File: config.mk
export PLATFORM = sky130hd
export DESIGN_NAME = mux_scan_sampler
export DESIGN_NICKNAME = d
export VERILOG_FILES = /design/src/rtl/mux_scan_pkg.sv /design/src/rtl/mux_scan_timer.sv /design/src/rtl/mux_scan_sampler.sv
export SDC_FILE = /design/constraint.sdc
export NUM_CORES = 1
export LEC_CHECK = 0
export ABC_AREA = 0
export BUFFER_PORTS_ARGS = -buffer_cell sky130_fd_sc_hd__buf_2
export CAP_MARGIN = 20
export CORE_MARGIN = 2
export CORE_UTILIZATION = 50
export CTS_BUF_LIST = sky130_fd_sc_hd__clkbuf_4 sky130_fd_sc_hd__clkbuf_8
export CTS_CLUSTER_SIZE = 20
export DETAILED_ROUTE_END_ITERATION = 8
export PLACE_DENSITY = 0.71
export SYNTH_ARGS = -nofsm -noshare
export SYNTH_HDL_FRONTEND = slang
export SYNTH_SLANG_ARGS = --single-unit
File: constraint.sdc
create_clock -name clk -period 2.2 [get_ports clk]
set_clock_uncertainty 0.2 [all_clocks]
set_input_delay 0.22 -clock clk [delete_from_list [all_inputs] [get_ports clk]]
set_output_delay 0.22 -clock clk [all_outputs]
set_load 0.03 [all_outputs]
File: src/rtl/mux_scan_pkg.sv
// rtl/mux_scan_pkg.sv - shared types and default constants for the mux scan sampler
package mux_scan_pkg;

    typedef enum logic [1:0] {
        IDLE   = 2'd0,
        SETTLE = 2'd1,
        SAMPLE = 2'd2,
        HOLD   = 2'd3
    } state_t;

    localparam int NUM_CH_DEF     = 8;
    localparam int SETTLE_CYC_DEF = 1;

endpackage

File: src/rtl/mux_scan_timer.sv
// rtl/mux_scan_timer.sv - loadable down-counter timing the per-channel settle wait
module mux_scan_timer #(
    parameter int CNT_W = 4
) (
    input  logic             clk,
    input  logic             rst_n,
    input  logic             load,
    input  logic [CNT_W-1:0] value,
    output logic             zero
);

    logic [CNT_W-1:0] cnt_q;
    logic [CNT_W-1:0] cnt_d;

    // Load takes priority; otherwise count down and park at zero.
    always_comb begin
        cnt_d = cnt_q;
        if (load) begin
            cnt_d = value;
        end else if (cnt_q != '0) begin
            cnt_d = cnt_q - CNT_W'(1);
        end
    end

    // Counter register.
    always_ff @(posedge clk or negedge rst_n) begin
        if (!rst_n) begin
            cnt_q <= '0;
        end else begin
            cnt_q <= cnt_d;
        end
    end

    assign zero = (cnt_q == '0);

endmodule

File: src/rtl/mux_scan_sampler.sv
// rtl/mux_scan_sampler.sv - scans an 8:1 mux, assembles a word, presents it on valid/ready (option: SCAN_PARITY_EN)
module mux_scan_sampler
    import mux_scan_pkg::*;
#(
    parameter int NUM_CH     = NUM_CH_DEF,
    parameter int SEL_W      = $clog2(NUM_CH),
    parameter int SETTLE_CYC = SETTLE_CYC_DEF
) (
    input  logic              clk,
    input  logic              rst_n,
    input  logic              start,
    input  logic              cont,
    output logic [SEL_W-1:0]  mux_sel,
    input  logic              mux_out,
    output logic [NUM_CH-1:0] word_data,
    output logic              word_valid,
    input  logic              word_ready,
    output logic              busy
`ifdef SCAN_PARITY_EN
    ,
    output logic              word_parity
`endif
);

    // The sample cycle itself is one of the SETTLE_CYC+1 cycles per channel,
    // so the timer holds the number of extra SETTLE cycles still to spend.
    localparam int         SETTLE_LOAD_I = (SETTLE_CYC > 0) ? SETTLE_CYC - 1 : 0;
    localparam logic [3:0] SETTLE_LOAD   = 4'(SETTLE_LOAD_I);
    localparam state_t     CH_ENTRY      = (SETTLE_CYC == 0) ? SAMPLE : SETTLE;
    localparam logic [SEL_W-1:0] LAST_CH = SEL_W'(NUM_CH - 1);

    state_t              state_q,  state_d;
    logic [SEL_W-1:0]    ch_q,     ch_d;
    logic [NUM_CH-1:0]   shadow_q, shadow_d;
    logic [NUM_CH-1:0]   word_q,   word_d;
    logic                valid_q,  valid_d;
    logic                tmr_load;
    logic                tmr_zero;

    mux_scan_timer #(.CNT_W(4)) u_timer (
        .clk   (clk),
        .rst_n (rst_n),
        .load  (tmr_load),
        .value (SETTLE_LOAD),
        .zero  (tmr_zero)
    );

    // Next-state logic: walk channels, fill the shadow, publish on the last sample.
    always_comb begin
        state_d  = state_q;
        ch_d     = ch_q;
        shadow_d = shadow_q;
        word_d   = word_q;
        valid_d  = valid_q;
        tmr_load = 1'b0;
        case (state_q)
            IDLE: begin
                ch_d = '0;
                if (start) begin
                    state_d  = CH_ENTRY;
                    tmr_load = 1'b1;
                end
            end
            SETTLE: begin
                if (tmr_zero) begin
                    state_d = SAMPLE;
                end
            end
            SAMPLE: begin
                shadow_d[ch_q] = mux_out;
                if (ch_q == LAST_CH) begin
                    state_d = HOLD;
                    word_d  = shadow_d;
                    valid_d = 1'b1;
                end else begin
                    ch_d     = ch_q + SEL_W'(1);
                    state_d  = CH_ENTRY;
                    tmr_load = 1'b1;
                end
            end
            HOLD: begin
                if (word_ready) begin
                    valid_d = 1'b0;
                    ch_d    = '0;
                    if (cont) begin
                        state_d  = CH_ENTRY;
                        tmr_load = 1'b1;
                    end else begin
                        state_d = IDLE;
                    end
                end
            end
            default: begin
                state_d = IDLE;
                ch_d    = '0;
            end
        endcase
    end

    // FSM, channel, shadow and output registers; reset discards any partial scan.
    always_ff @(posedge clk or negedge rst_n) begin
        if (!rst_n) begin
            state_q  <= IDLE;
            ch_q     <= '0;
            shadow_q <= '0;
            word_q   <= '0;
            valid_q  <= 1'b0;
        end else begin
            state_q  <= state_d;
            ch_q     <= ch_d;
            shadow_q <= shadow_d;
            word_q   <= word_d;
            valid_q  <= valid_d;
        end
    end

`ifdef SCAN_PARITY_EN
    logic parity_q;
    logic parity_d;

    // Parity tracks word_data, so it is computed from the word's next value.
    always_comb begin
        parity_d = ^word_d;
    end

    // Parity register, updated alongside word_data.
    always_ff @(posedge clk or negedge rst_n) begin
        if (!rst_n) begin
            parity_q <= 1'b0;
        end else begin
            parity_q <= parity_d;
        end
    end

    assign word_parity = parity_q;
`endif

    assign mux_sel    = ch_q;
    assign word_data  = word_q;
    assign word_valid = valid_q;
    assign busy       = (state_q != IDLE);

endmodule

==> results.cfg <==
[clock_network]
clockBufferDepth = 2
cts_sinks = 26
cts_tree = done
root_buffer = clkbuf_4
worstSkewPairLatency_ps = 310
cts_resized = 0
cts_setup_buffers = 0
numCtsBuffers = 3
h-tree-depth = 1
cts.clk_slew.worst_paths_ps = 130

[floorplanning]
die_area_um2 = 3129
die_h_um = 55.94
initial_utilization_pct = 53.47
rows = 18
core_um2 = 2522
dieWidth_um = 55.94
io-pin-count = 19

[global_routing]
grt_pass1_wl_um = 4367
overflow = 0
grt_pass1_vias = 934
antenna_found_initial = 0
gr-usage-all-layers_pct = 17.17
grt_max_degree = 27

[synth]
yosysSeqAreaShare_pct = 48.24
netlist_area_um2 = 1349
synth_cell_types = 33
ys_warn_count = 0
synth_seq_cells = 26
synth_edf_count = 0
synth-async-reset-ratio_pct = 100.0
syn_avg_cell_area_um2 = 9.991
synth-main-ff-cell = dfrtp_1
synth_cells = 135
synth_nets = 145

[critical_path]
r2r-start = mux_sel[0]
startpoint_type = register
arrival_ps = 1840
cp-end-kind = register
path_max_fanout = 11
crit_required_ps = 2210
crit_type = register to register
crit_start = mux_sel[0]

[power]
powerDensity_nw_per_um2 = 888.8
max-vdd-ir-drop_uv = 606.6
p_leak_nw = 0.6813

[sta]
worstMarginPinSlew_ps = 565.7
hold_violations = 0
finalCritPeriodShare_pct = 83.34
finalMaxSlewViolations = 0
setup_tns_ps = 0
report.final.setup_viol = 0
period_minus_slack_ps = 1834
rsz0062_at_grt = false
max_slew_margin_pct = 62.29
fmax_ghz = 0.5454

[detailed_routing]
drt-initial-drc-count = 19
drt_first_pass_iters = 4
wl_per_cell_um = 13.31
vias_per_cell = 5.549
wirelength_um = 2423
vias = 1010
drc = 0
antenna_left = 0

[finish]
fin_nets = 164
final_area_um2 = 1500
syn2layout_area_growth_pct = 11.22
post-route-util_pct = 59.47
fill_cells = 216
n_antenna_cell = 0
drive_above_1_share_pct = 23.68

[run_status]
outcome = complete, no violations

[place]
dp_hpwl_um = 1774
dpl_cell_area_um2 = 1458
place.gp.congestion = 0.7756
port_buffers = 18

[worst_hold_path]
hold_path.class = input pin to register
hold_start = cont

[run]
drv_cap = 0
==> area by class of cell <==
cell class / count / area [um^2] / area share, %
sequential: 26 / 650.6 / 43.37
multi-input combinational: 96 / 638.1 / 42.54
timing repair buffer: 24 / 140.1 / 9.341
tap: 30 / 37.54 / 2.502
clock buffer: 3 / 22.52 / 1.501
inverter: 3 / 11.26 / 0.7506
==> flip-flops by register name, indices dropped and copies added, names as in the netlist <==
signal	flops
mux_sel	3
shadow_q	8
state_q	2
u_timer.cnt_q	4
word_data	8
word_valid	1
==> metrics by stage <==
step	total power [mW]	hold WS [ps]	std cells	worst slack, ps
after floorplan	1.045	-275.6	135	191.4
after global placement	1.132	42.46	177	434.2
after detailed placement	1.155	51.23	177	390.6
after CTS	1.352	31.20	182	371.2
after global routing	1.445	42.79	182	302.7
final	1.333	36.21	182	366.5
==> report_power, final <==
| part | internal (mW) | switching, mW | total (mW) | leakage (nW) |
|---|---|---|---|---|
| sequential | 0.573 | 0.0873 | 0.660 | 0.313 |
| clock | 0.0639 | 0.128 | 0.192 | 0.0138 |
| combinational | 0.211 | 0.270 | 0.482 | 0.355 |
==> per-layer routing <==
metal  track usage, %  up-vias  wire length [um]
met3            2.326        2                97
met2            26.70       22              1172
li1                 -      505                 -
met1            24.63      481              1135
met4            6.122        0                18
met5                0        -                 0
==> worst paths after layout <==
| check | end | slack, ps | cells past startpoint |
|---|---|---|---|
| worst min register to register | shadow_q[1] | 320 | 1 |
| worst max register to register | word_data[3] | 370 | 5 |
| min in group asynchronous | shadow_q[1] | 220 | 2 |
| worst min-delay path | state_q[0] | 40 | 3 |
| worst max-delay path | word_data[3] | 370 | 5 |
| max in group asynchronous | mux_sel[2] | 1210 | 2 |
==> cells in the mapped netlist (2+ instances only) <==
cell,count,area (um^2)
o22a_1,3,26.28
nand3_1,6,30.03
o21ai_0,9,45.04
mux2i_1,3,30.03
a31oi_1,4,25.02
xor2_1,2,17.52
nand2_1,11,41.29
a21oi_1,3,15.01
ha_1,4,50.05
inv_1,3,11.26
nand2b_1,3,18.77
mux2_2,8,90.09
dfrtp_1,26,650.6
nor2b_1,3,18.77
clkbuf_1,3,11.26
nor2_1,17,63.81
o31ai_1,2,15.01
nor3b_2,2,25.02
a21boi_0,3,22.52
nor3_1,3,15.01
buf_2,5,25.02
==> cells in the final DEF, fill, tap and decap left out, types with 2 or more instances in the layout <==
master,instances
mux2i_1,3
o22a_1,3
nor3_1,3
nand2b_1,3
a31oi_1,4
xor2_1,2
nor3b_2,2
clkbuf_4,3
o21ai_0,9
dlygate4sd3_1,2
nor2_1,17
inv_1,3
buf_2,18
dfrtp_1,26
mux2_2,8
ha_1,4
nand3_1,6
a21oi_1,3
nand2_1,11
nor2b_1,3
o31ai_1,2
a21boi_0,3
buf_4,4
==> worst max-delay path: stages (launching register included) <==
cell,delay (ps)
dfrtp_1,410
ha_1,200
ha_1,270
and3b_1,270
buf_4,190
o22a_1,200
==> cells by family after synthesis <==
logic type	Yosys count	share of synthesized area, %
XOR/XNOR	3	1.948
AND/OR/NAND/NOR	50	18.83
multiplexers	11	8.906
buffers and inverters	13	4.452
adder cells (fa/ha/maj)	4	3.711
AO/OA/AOI/OAI	28	13.91
flip-flops	26	48.24
==> repair_timing <==
item	in CTS	in global routing
endpoints found under the setup margin	0	0
endpoints found under the hold margin	27	0
hold buffers	2	0
Power figures use the tool's default switching activity.
